**src/rtl/alu_exec_unit_if.sv**
```systemverilog
// Valid/ready request/response bundle between the register-read stage,
// alu_exec_unit and writeback.
interface alu_exec_unit_if #(
  parameter int WIDTH = 32
);
  logic             in_valid;
  logic             in_ready;
  logic [2:0]       ALUControl;
  logic [WIDTH-1:0] a;
  logic [WIDTH-1:0] b;
  logic             out_valid;
  logic             out_ready;
  logic [WIDTH-1:0] result;
  logic             zero;

  modport master (
    output in_valid, ALUControl, a, b, out_ready,
    input  in_ready, out_valid, result, zero
  );

  modport slave (
    input  in_valid, ALUControl, a, b, out_ready,
    output in_ready, out_valid, result, zero
  );
endinterface

```
**src/rtl/alu_exec_unit.sv**
```systemverilog
// Execute-stage ALU with valid/ready handshake; shifts run 1 bit per cycle
// unless ALU_FAST_SHIFT_EN is defined, which builds a single-cycle barrel shifter.
module alu_exec_unit #(
  parameter int WIDTH = 32
) (
  input  logic           clk,
  input  logic           reset,
  alu_exec_unit_if.slave bus
);

  localparam int SHW = $clog2(WIDTH);

  typedef enum logic [2:0] {
    OP_ADD = 3'b000,
    OP_SUB = 3'b001,
    OP_AND = 3'b010,
    OP_OR  = 3'b011,
    OP_XOR = 3'b100,
    OP_SLT = 3'b101,
    OP_SLL = 3'b110,
    OP_SRL = 3'b111
  } op_t;

  typedef enum logic [1:0] {IDLE, SHIFT, DONE} state_t;

  state_t           state;
  op_t              op;
  logic [SHW-1:0]   shamt;
  logic             accept;
  logic [WIDTH-1:0] alu_y;
  logic [WIDTH-1:0] result_q;
  logic             zero_q;

  assign op            = op_t'(bus.ALUControl);
  assign shamt         = bus.b[SHW-1:0];
  assign bus.in_ready  = (state == IDLE) | ((state == DONE) & bus.out_ready);
  assign accept        = bus.in_valid & bus.in_ready;
  assign bus.out_valid = (state == DONE);
  assign bus.result    = result_q;
  assign bus.zero      = zero_q;

  // Single-cycle result; shifts only reach here with shamt==0 in the iterative build.
  // NOTE: every always_comb output gets a default first so no latch is inferred.
  always_comb begin
    alu_y = '0;
    case (op)
      OP_ADD: alu_y = bus.a + bus.b;
      OP_SUB: alu_y = bus.a - bus.b;
      OP_AND: alu_y = bus.a & bus.b;
      OP_OR:  alu_y = bus.a | bus.b;
      OP_XOR: alu_y = bus.a ^ bus.b;
      OP_SLT: alu_y = {{(WIDTH-1){1'b0}}, ($signed(bus.a) < $signed(bus.b))};
`ifdef ALU_FAST_SHIFT_EN
      OP_SLL: alu_y = bus.a << shamt;
      OP_SRL: alu_y = bus.a >> shamt;
`else
      OP_SLL: alu_y = bus.a;
      OP_SRL: alu_y = bus.a;
`endif
    endcase
  end

`ifndef ALU_FAST_SHIFT_EN
  logic [WIDTH-1:0] acc;
  logic [WIDTH-1:0] acc_next;
  logic [SHW-1:0]   cnt;
  logic             shift_left;
  logic             start_shift;

  assign start_shift = ((op == OP_SLL) || (op == OP_SRL)) && (shamt != '0);
  assign acc_next    = shift_left ? {acc[WIDTH-2:0], 1'b0} : {1'b0, acc[WIDTH-1:1]};
`endif

  // NOTE: sequential state uses non-blocking assignments so every flop samples pre-edge values.
  always_ff @(posedge clk or posedge reset) begin
    if (reset) begin
      state    <= IDLE;
      result_q <= '0;
      zero_q   <= 1'b1;
`ifndef ALU_FAST_SHIFT_EN
      acc        <= '0;
      cnt        <= '0;
      shift_left <= 1'b0;
`endif
    end else begin
      case (state)
`ifndef ALU_FAST_SHIFT_EN
        SHIFT: begin
          acc <= acc_next;
          cnt <= cnt - SHW'(1);
          if (cnt == SHW'(1)) begin
            result_q <= acc_next;
            zero_q   <= (acc_next == '0);
            state    <= DONE;
          end
        end
`endif
        default: begin
          // IDLE and DONE service an accept identically, giving back-to-back issue.
          if (accept) begin
`ifndef ALU_FAST_SHIFT_EN
            if (start_shift) begin
              acc        <= bus.a;
              cnt        <= shamt;
              shift_left <= (op == OP_SLL);
              state      <= SHIFT;
            end else
`endif
            begin
              result_q <= alu_y;
              zero_q   <= (alu_y == '0);
              state    <= DONE;
            end
          end else if ((state == DONE) && bus.out_ready) begin
            state <= IDLE;
          end
        end
      endcase
    end
  end

endmodule

```
**src/flat_wrapper.sv**
```systemverilog
// flat-port wrapper written by rule: the top's interface ports become plain ports
module alu_exec_unit_flat 
#(
  parameter int WIDTH = 32
)
  (clk, reset, bus_in_valid, bus_ALUControl, bus_a, bus_b, bus_out_ready, bus_in_ready, bus_out_valid, bus_result, bus_zero);
  alu_exec_unit_if #(.WIDTH(WIDTH)) bus_i ();
  input  logic clk;
  input  logic reset;
  input wire logic [$bits(bus_i.in_valid)-1:0] bus_in_valid;
  input wire logic [$bits(bus_i.ALUControl)-1:0] bus_ALUControl;
  input wire logic [$bits(bus_i.a)-1:0] bus_a;
  input wire logic [$bits(bus_i.b)-1:0] bus_b;
  input wire logic [$bits(bus_i.out_ready)-1:0] bus_out_ready;
  output wire logic [$bits(bus_i.in_ready)-1:0] bus_in_ready;
  output wire logic [$bits(bus_i.out_valid)-1:0] bus_out_valid;
  output wire logic [$bits(bus_i.result)-1:0] bus_result;
  output wire logic [$bits(bus_i.zero)-1:0] bus_zero;
  assign bus_i.in_valid = bus_in_valid;
  assign bus_i.ALUControl = bus_ALUControl;
  assign bus_i.a = bus_a;
  assign bus_i.b = bus_b;
  assign bus_i.out_ready = bus_out_ready;
  assign bus_in_ready = bus_i.in_ready;
  assign bus_out_valid = bus_i.out_valid;
  assign bus_result = bus_i.result;
  assign bus_zero = bus_i.zero;
  alu_exec_unit #(.WIDTH(WIDTH)) u_core (.clk(clk), .reset(reset), .bus(bus_i));
endmodule
```
**config.mk**
```make
export PLATFORM = sky130hd
export DESIGN_NAME = alu_exec_unit_flat
export DESIGN_NICKNAME = d
export VERILOG_FILES = /design/src/rtl/alu_exec_unit_if.sv /design/src/rtl/alu_exec_unit.sv /design/src/flat_wrapper.sv
export SDC_FILE = /design/constraint.sdc
export NUM_CORES = 1
export LEC_CHECK = 0
export CAP_MARGIN = 10
export CORE_MARGIN = 2
export CORE_UTILIZATION = 54
export CTS_CLUSTER_DIAMETER = 120
export DETAILED_ROUTE_END_ITERATION = 8
export GPL_ROUTABILITY_DRIVEN = 0
export GPL_TIMING_DRIVEN = 1
export PLACE_DENSITY = 0.8
export SYNTH_ARGS = -nofsm -noshare
export SYNTH_HDL_FRONTEND = slang
export SYNTH_SLANG_ARGS = --single-unit
```
**constraint.sdc**
```tcl
create_clock -name clk -period 2.45 [get_ports clk]
set_input_delay 0.49 -clock clk [delete_from_list [all_inputs] [get_ports clk]]
set_output_delay 0.49 -clock clk [all_outputs]
set_load 0.01 [all_outputs]
```
==> results of run 1 <==
[per-stage QoR]
step / cells / hold WS [ns] / util
CTS: 2182 / 0.4779 / 0.9534
detailed placement: 2088 / 0.4654 / 0.8196
global placement: 2088 / 0.4489 / 0.8196
floorplan: 1404 / 0.4771 / -
[per-layer routing]
metal  GRT overflow  global-route usage
met3              3              0.6726
met2             60              0.9597
met1              0              0.8055
met5              0              0.2907
met4             45              0.8168
[Yosys cell counts (24+ instances only)]
cell,n,area (µm²)
nor3_1,31,155.2
mux2i_1,27,270.3
a21oi_1,101,505.5
nand2_1,163,611.8
a211oi_1,49,367.9
dfrtp_1,72,1802
nor2_1,103,386.6
inv_1,100,375.4
nor2b_1,39,244.0
a31oi_1,35,219.0
ha_1,98,1226
clkbuf_1,57,214.0
a21o_1,24,180.2
o21ai_0,96,480.5
[what timing repair did]
| action | in CTS |
|---|---|
| pin swaps | 172 |
| gates cloned | 1 |
| setup endpoints to repair | 73 |
| buffers inserted | 89 |
| gates resized for setup | 514 |
[kinds of logic after synthesis]
logic type	count (synthesis)	share of synthesized area
compound gates	517	0.3441
xor+xnor	6	0.005216
simple gates	470	0.2233
buf+inv	198	0.07786
mux	40	0.04247
fa+ha+maj	100	0.1257
flops	73	0.1814
==> reports/qor.csv, run 1 <==
metric,value,unit
CTS H-tree lvls,3,
syn_nets,1575,
DP Wirelength,35200,µm
GRT Util Overall,0.8073,
number of flops mapped to enable cells by yosys,0,
port bufs,105,
Die X,140.6,µm
Initial Util,0.5552,
status,aborted with a tool error,
First Error,[ERROR GRT-0116] Global routing finished with congestion. Check the congestion regions in the DRC Viewer.,
Fail Step,global routing,
Gate Count Post-Synth,1404,
Synth Flop Type,dfrtp_1,
Root Driver,clkbuf_16,
clock buffer depth,2,
ys async rst share,1.000,
Num CTS Buffers,9,
DP Area,14870,µm²
post-synthesis sequential area ratio,0.1814,
first-pass GRT wire length,124600,µm
Clock Sinks,73,
vias in the first global route,19944,
Place WS,-1.741,ns
Synth cell types,86,
#FFs+latches synth,73,
hold_buf cts,0,
largest net degree at the start of global routing,68,
row cnt,49,
Yosys warnings,0,
Mapped Area,10080,µm²
IO Pins,106,
die height,140.6,µm
grt ovf,108,
"Avg Cell Area, Syn",7.177,µm²
==> run 2, diff against run 1 <==
--- a/config.mk
+++ b/config.mk
@@ -7,12 +7,11 @@
 export LEC_CHECK = 0
 export CAP_MARGIN = 10
 export CORE_MARGIN = 2
-export CORE_UTILIZATION = 54
-export CTS_CLUSTER_DIAMETER = 120
+export CORE_UTILIZATION = 40
 export DETAILED_ROUTE_END_ITERATION = 8
 export GPL_ROUTABILITY_DRIVEN = 0
 export GPL_TIMING_DRIVEN = 1
-export PLACE_DENSITY = 0.8
+export PLACE_DENSITY_LB_ADDON = 0.15
 export SYNTH_ARGS = -nofsm -noshare
 export SYNTH_HDL_FRONTEND = slang
 export SYNTH_SLANG_ARGS = --single-unit
==> constraint.sdc (replaced) <==
create_clock -name clk -period 3.2 [get_ports clk]
set_input_delay 0.64 -clock clk [delete_from_list [all_inputs] [get_ports clk]]
set_output_delay 0.64 -clock clk [all_outputs]
set_load 0.01 [all_outputs]
==> run 2 against run 1 <==
Effect of this change: the flow now finishes, with violations (negative setup slack); area after synthesis did not move; synthesized cell count did not move.
==> reports/qor.csv, run 2 <==
metric,value,unit,change
status,"finished, violations left",,
failing checks,negative setup slack,,
uppermost layer routed,met4,,
critical path class,input pin to flop,,
layout cells sized above 1,0.4239,,
Startpoint Class,input pin,,
"top cells by area, synth","dfrtp_1, ha_1, nand2_1",,
clock buffer depth,2,,unchanged
area share of the largest cell type after synthesis,0.1788,,unchanged
met3 WL,4649,µm,
syn_nets,1575,,unchanged
initial antenna violation count,0,,
final setup vio count,5,,
ys async rst share,1.000,,unchanged
Hold Crit Start,u_core.bus.result[15],,
RSZ-0062 raised after global routing,true,,
Initial Util,0.4036,,-0.1516
row cnt,58,,+18%
die height,162.7,µm,+16%
port bufs,105,,unchanged
Setup WS post-layout,-0.1939,ns,
"Area growth, synth to finish",67.97,%,
"Avg Cell Area, Syn",7.177,µm²,unchanged
CP Max Fanout,4,,
Clock Sinks,73,,unchanged
fillcell total,2016,,
clock latency at the later pin of the worst-skew pair,0.34,ns,
Yosys warnings,0,,unchanged
Die X,162.7,µm,+16%
worst vdd ir,0.0005045,V,
Final Instance Area,16930,µm²,
top achievable clock speed,0.2946,GHz,
M1 WL,18800,µm,
most frequent cells in the layout,"buf_4, nand2_1, nor2_1, o21ai_0, a21oi_1",,
most common cell in the netlist,nand2_1,,
Slew @ Worst Pin,0.7730,ns,
shortest period the worst path allows,3.394,ns,
final setup TNS,-0.5342,ns,
most common library cells after synthesis,"nand2_1, nor2_1, a21oi_1, inv_1, ha_1",,
Die ar.,26470,µm²,
largest area contributor in the netlist,dfrtp_1,,
drt pass-1 iters,6,,
Slew headroom,0.4799,,
Inserted Diodes,0,,
IO Pins,106,,unchanged
Place WS,-1.360,ns,+0.3814 ns
CP required,3.45,ns,
Gate Count Post-Synth,1404,,unchanged
DR WL met2,20320,µm,
maxcap violations,0,,
Routed Antenna Nets,0,,
"most common cell after layout, fill and taps aside",buf_4,,
Synth cell types,86,,unchanged
crit end category,flop,,
#FFs+latches synth,73,,unchanged
CTS H-tree lvls,3,,unchanged
worst path arrival time,3.64,ns,
Num CTS Buffers,9,,unchanged
number of flops mapped to enable cells by yosys,0,,unchanged
first-pass GRT wire length,69640,µm,
largest net degree at the start of global routing,74,,
Mapped Area,10080,µm²,unchanged
P per Cell Area,437.0,nW/µm²,
grt ovf,0,,
post-DR vias/cell,6.046,,
overall power,0.007396,W,
"Reg clk slew, reported paths",0.06,ns,
CTS tree,built,,
worst min path class,flop to flop,,
Register Area,1828,µm²,
post-synthesis sequential area ratio,0.1814,,unchanged
Synth Flop Type,dfrtp_1,,
hold_buf cts,0,,unchanged
vias in the first global route,12930,,
crit share post-route,1.061,,
Starting DRT DRC Count,1848,,
WL final,46200,µm,
CP Launch Point,bus_a[0],,
FF-to-FF Start,u_core.cnt[1],,
detailed-route DRC error count,0,,
skew final,0.005547,ns,
Root Driver,clkbuf_16,,
Floorplan Core Area,24960,µm²,
GRT Util Overall,0.3340,,
DP Area,14630,µm²,-1.6%
NumNets Final,2098,,
DR vias,13675,,
Final Hold Fails,0,,
area of the multi-input gates,8977,µm²,
wire per inst,20.42,µm,
DP Wirelength,34840,µm,-1.0%
leakage,7.645,nW,
Final Max Tran Viols,0,,
-- run 2: cell families after synthesis --
logic type | share of synthesized area
AOI/OAI and AO/OA | 0.3441
xor gates and xnor gates | 0.005216
adders and majority gates | 0.1257
buffers and inverters | 0.07786
DFF | 0.1814
muxes | 0.04247
and+or+nand+nor | 0.2233
-- run 2: where the power goes --
group | total (W) | switching [W] | leakage, nW | internal, W
Clock | 0.00109 | 0.000364 | 0.157 | 0.000726
Combinational | 0.00454 | 0.00235 | 6.63 | 0.00219
Sequential | 0.00177 | 0.000404 | 0.862 | 0.00136
Total | 0.00740 | 0.00312 | 7.65 | 0.00427
-- run 2: per-stage QoR --
stage          hold WS [ns]  std cells    util
2_1_floorplan        0.4771       1404       -
3_3_place_gp         0.4482       2182  0.5862
3_5_place_dp         0.4573       2182  0.5862
4_1_cts              0.4775       2236  0.6513
5_1_grt              0.4862       2262  0.6780
6_report             0.4732       2262  0.6780
-- run 2: cell type report --
| class | instances | share of cell area |
|---|---|---|
| clock buffers | 14 | 0.01560 |
| repair buffers | 606 | 0.2935 |
| flip-flops and latches | 73 | 0.1080 |
| well taps | 330 | 0.02440 |
| multi-input cells | 1133 | 0.5304 |
| clock inverters | 2 | 0.003548 |
| inverters | 104 | 0.02454 |
-- run 2: worst paths after layout --
path / end / slack [ns] / cells past startpoint
worst min register to register: u_core.bus.result[15] / 0.47 / 1
max in group asynchronous: u_core.state[0] / 2.17 / 3
min in group asynchronous: u_core.acc[25] / 0.69 / 3
worst min-delay path: u_core.bus.result[15] / 0.47 / 1
worst max register to register: u_core.bus.zero / 0.12 / 14
worst max-delay path: u_core.bus.zero / -0.19 / 16
-- run 2: worst max-delay path, cell delays in order --
cell and delay (ns):
buf_12 0.12, ha_4 0.16, fa_2 0.37, a211oi_4 0.30, buf_4 0.17, nor2_1 0.04
nor4b_1 0.13, o21ai_0 0.20, nand3_2 0.17, nor4_4 0.31, buf_4 0.16, nand4bb_1 0.11
nor4_2 0.22, buf_4 0.15, nand4_1 0.13, o31ai_2 0.27
-- run 2: repair_timing --
item | CTS | global route
pin swaps | 96 | 79
setup buffers | 40 | 28
gates cloned | 0 | 1
endpoints found under the setup margin | 25 | 21
resized for setup | 323 | 168
-- run 2: metal layers --
metal  vias up  global-route usage
met3       196             0.06366
met2       830              0.5250
met4         0              0.1577
li1       6187                   -
met5         -                   0
met1      6462              0.4418
(Power assumes the default switching activity.)
==> edit, RTL diff (config.mk and constraints of run 2) <==
Encoding of `state_t`: now one-hot (3 bits for 3 states).
--- a/src/rtl/alu_exec_unit.sv
+++ b/src/rtl/alu_exec_unit.sv
@@ -21,7 +21,7 @@
     OP_SRL = 3'b111
   } op_t;
 
-  typedef enum logic [1:0] {IDLE, SHIFT, DONE} state_t;
+  typedef enum logic [2:0] {IDLE = 3'b001, SHIFT = 3'b010, DONE = 3'b100} state_t;
 
   state_t           state;
   op_t              op;
Function: same outputs for any inputs over 4 cycles, from zero or initial values and one cycle with reset high; so few cycles prove little.
==> edit against run 2 <==
The run still ends with negative setup slack left. Total power down 39%. Sequential cell count up 1. Critical path depth down 2. Wire length down 1.8%. Area after synthesis down 3.4%. First-iteration DRC count down 21%. Worst setup slack worse by 0.27 ns. Design area down 3.2%. Register-to-register slack better by 0.30 ns. Critical path type unchanged.
==> edit: results (changes against run 2) <==
violated checks negative setup slack; slew of the pin with the lowest slew margin 0.681 ns (-0.0922 ns); Detailed Route Iter0 Violations 1468 (-21%); Worst Clk Skew 0.00567 ns (+0.000126 ns); largest net degree at the start of global routing 65 (-12%); complex-gate fraction of the synthesized area 0.316 (-0.0281); register area share after synthesis 0.190 (+0.00902); count of final setup violators 16 (+11); worst vdd ir 264 µV (-48%); layout cells sized above 1 0.421 (-0.00247); first-pass GRT wire length 68.7 mm (-1.3%); GRT Total Usage 0.340 (+0.00559); XOR/XNOR Fraction of Synth Area 0.0144 (+0.00918); Worst path slowest cell or4_4; Final nets 2031 (-3.2%); LEAKAGE 0.00753 µW (-1.5%); NetSw 1670 µW (-47%); adder-cell share of the synthesized area 0.130 (+0.00438); vias per cell 5.97 (-1.3%); outcome complete, but fails checks; slack of the critical path -0.468 ns (-0.274 ns); Initial DRT Pass Iterations 7 (+1); top cells by area, synth dfrtp_1, ha_1, a21oi_1; placed cell areas 0.0141 mm² (-3.6%); Arrival @ worst endpoint 3.95 ns (+0.31 ns); most frequent cells after synthesis nor2_1, a21oi_1, nand2_1; post-synthesis mux area share 0.0495 (+0.00700); Largest stage delay, worst path 0.54 ns (+0.17 ns); syn nets 1526 (-3.1%); vias in the first global route 12645 (-2.2%)
## edit: area by class of cell
class	count	area [µm²]
inverter	105	439
tap	324	405
multi-input combinational	1083	8540
clock inverter	4	48.8
sequential	74	1850
timing repair buffer	587	4840
fill	1956	7710
clock buffer	12	267
## edit: path summary, 6_finish.rpt
kind | from | endpoint | slack (ns) | cells after the start
max | bus_b[15] | u_core.bus.zero$_DFFE_PP1P_ | -0.47 | 14
min | u_core.bus.result[14]$_DFFE_PP0P_ | u_core.bus.result[14]$_DFFE_PP0P_ | 0.52 | 1
max reg2reg | u_core.state[0]$_DFFE_PP1P_ | u_core.bus.zero$_DFFE_PP1P_ | 0.42 | 10
min reg2reg | u_core.bus.result[14]$_DFFE_PP0P_ | u_core.bus.result[14]$_DFFE_PP0P_ | 0.52 | 1
max in group asynchronous | reset | u_core.bus.zero$_DFFE_PP1P_ | 1.83 | 3
min in group asynchronous | reset | u_core.cnt[0]$_DFFE_PP0P_ | 0.68 | 2
## edit: repair_timing
action	in CTS	in global routing
buffers inserted	47	26
gates resized for setup	351	146
hold buffers	0	0
hold endpoints to repair	0	0
setup endpoints to repair	27	19
pin swaps	105	85
## edit: metrics by stage
step	total power [µW]	util	TNS, ns	instances	setup slack, ns
final	4500	0.680	-2.39	2189	-0.468
after global routing	4700	0.680	-3.82	2189	-0.556
after CTS	4270	0.653	-1.91	2170	-0.488
after detailed placement	2920	0.585	-22.40	2109	-1.28
after global placement	2900	0.585	-21.36	2109	-1.22
after floorplan	1890	-	-0.473	1355	-0.355
## edit: per-layer routing
metal	up-vias	routed length [µm]	part of all wire	GRT usage
met5	-	0	0	0
met1	6100	17700	0.39	0.432
li1	5945	-	-	-
met3	210	3680	0.081	0.0397
met2	808	20600	0.45	0.550
met4	0	3400	0.075	0.213
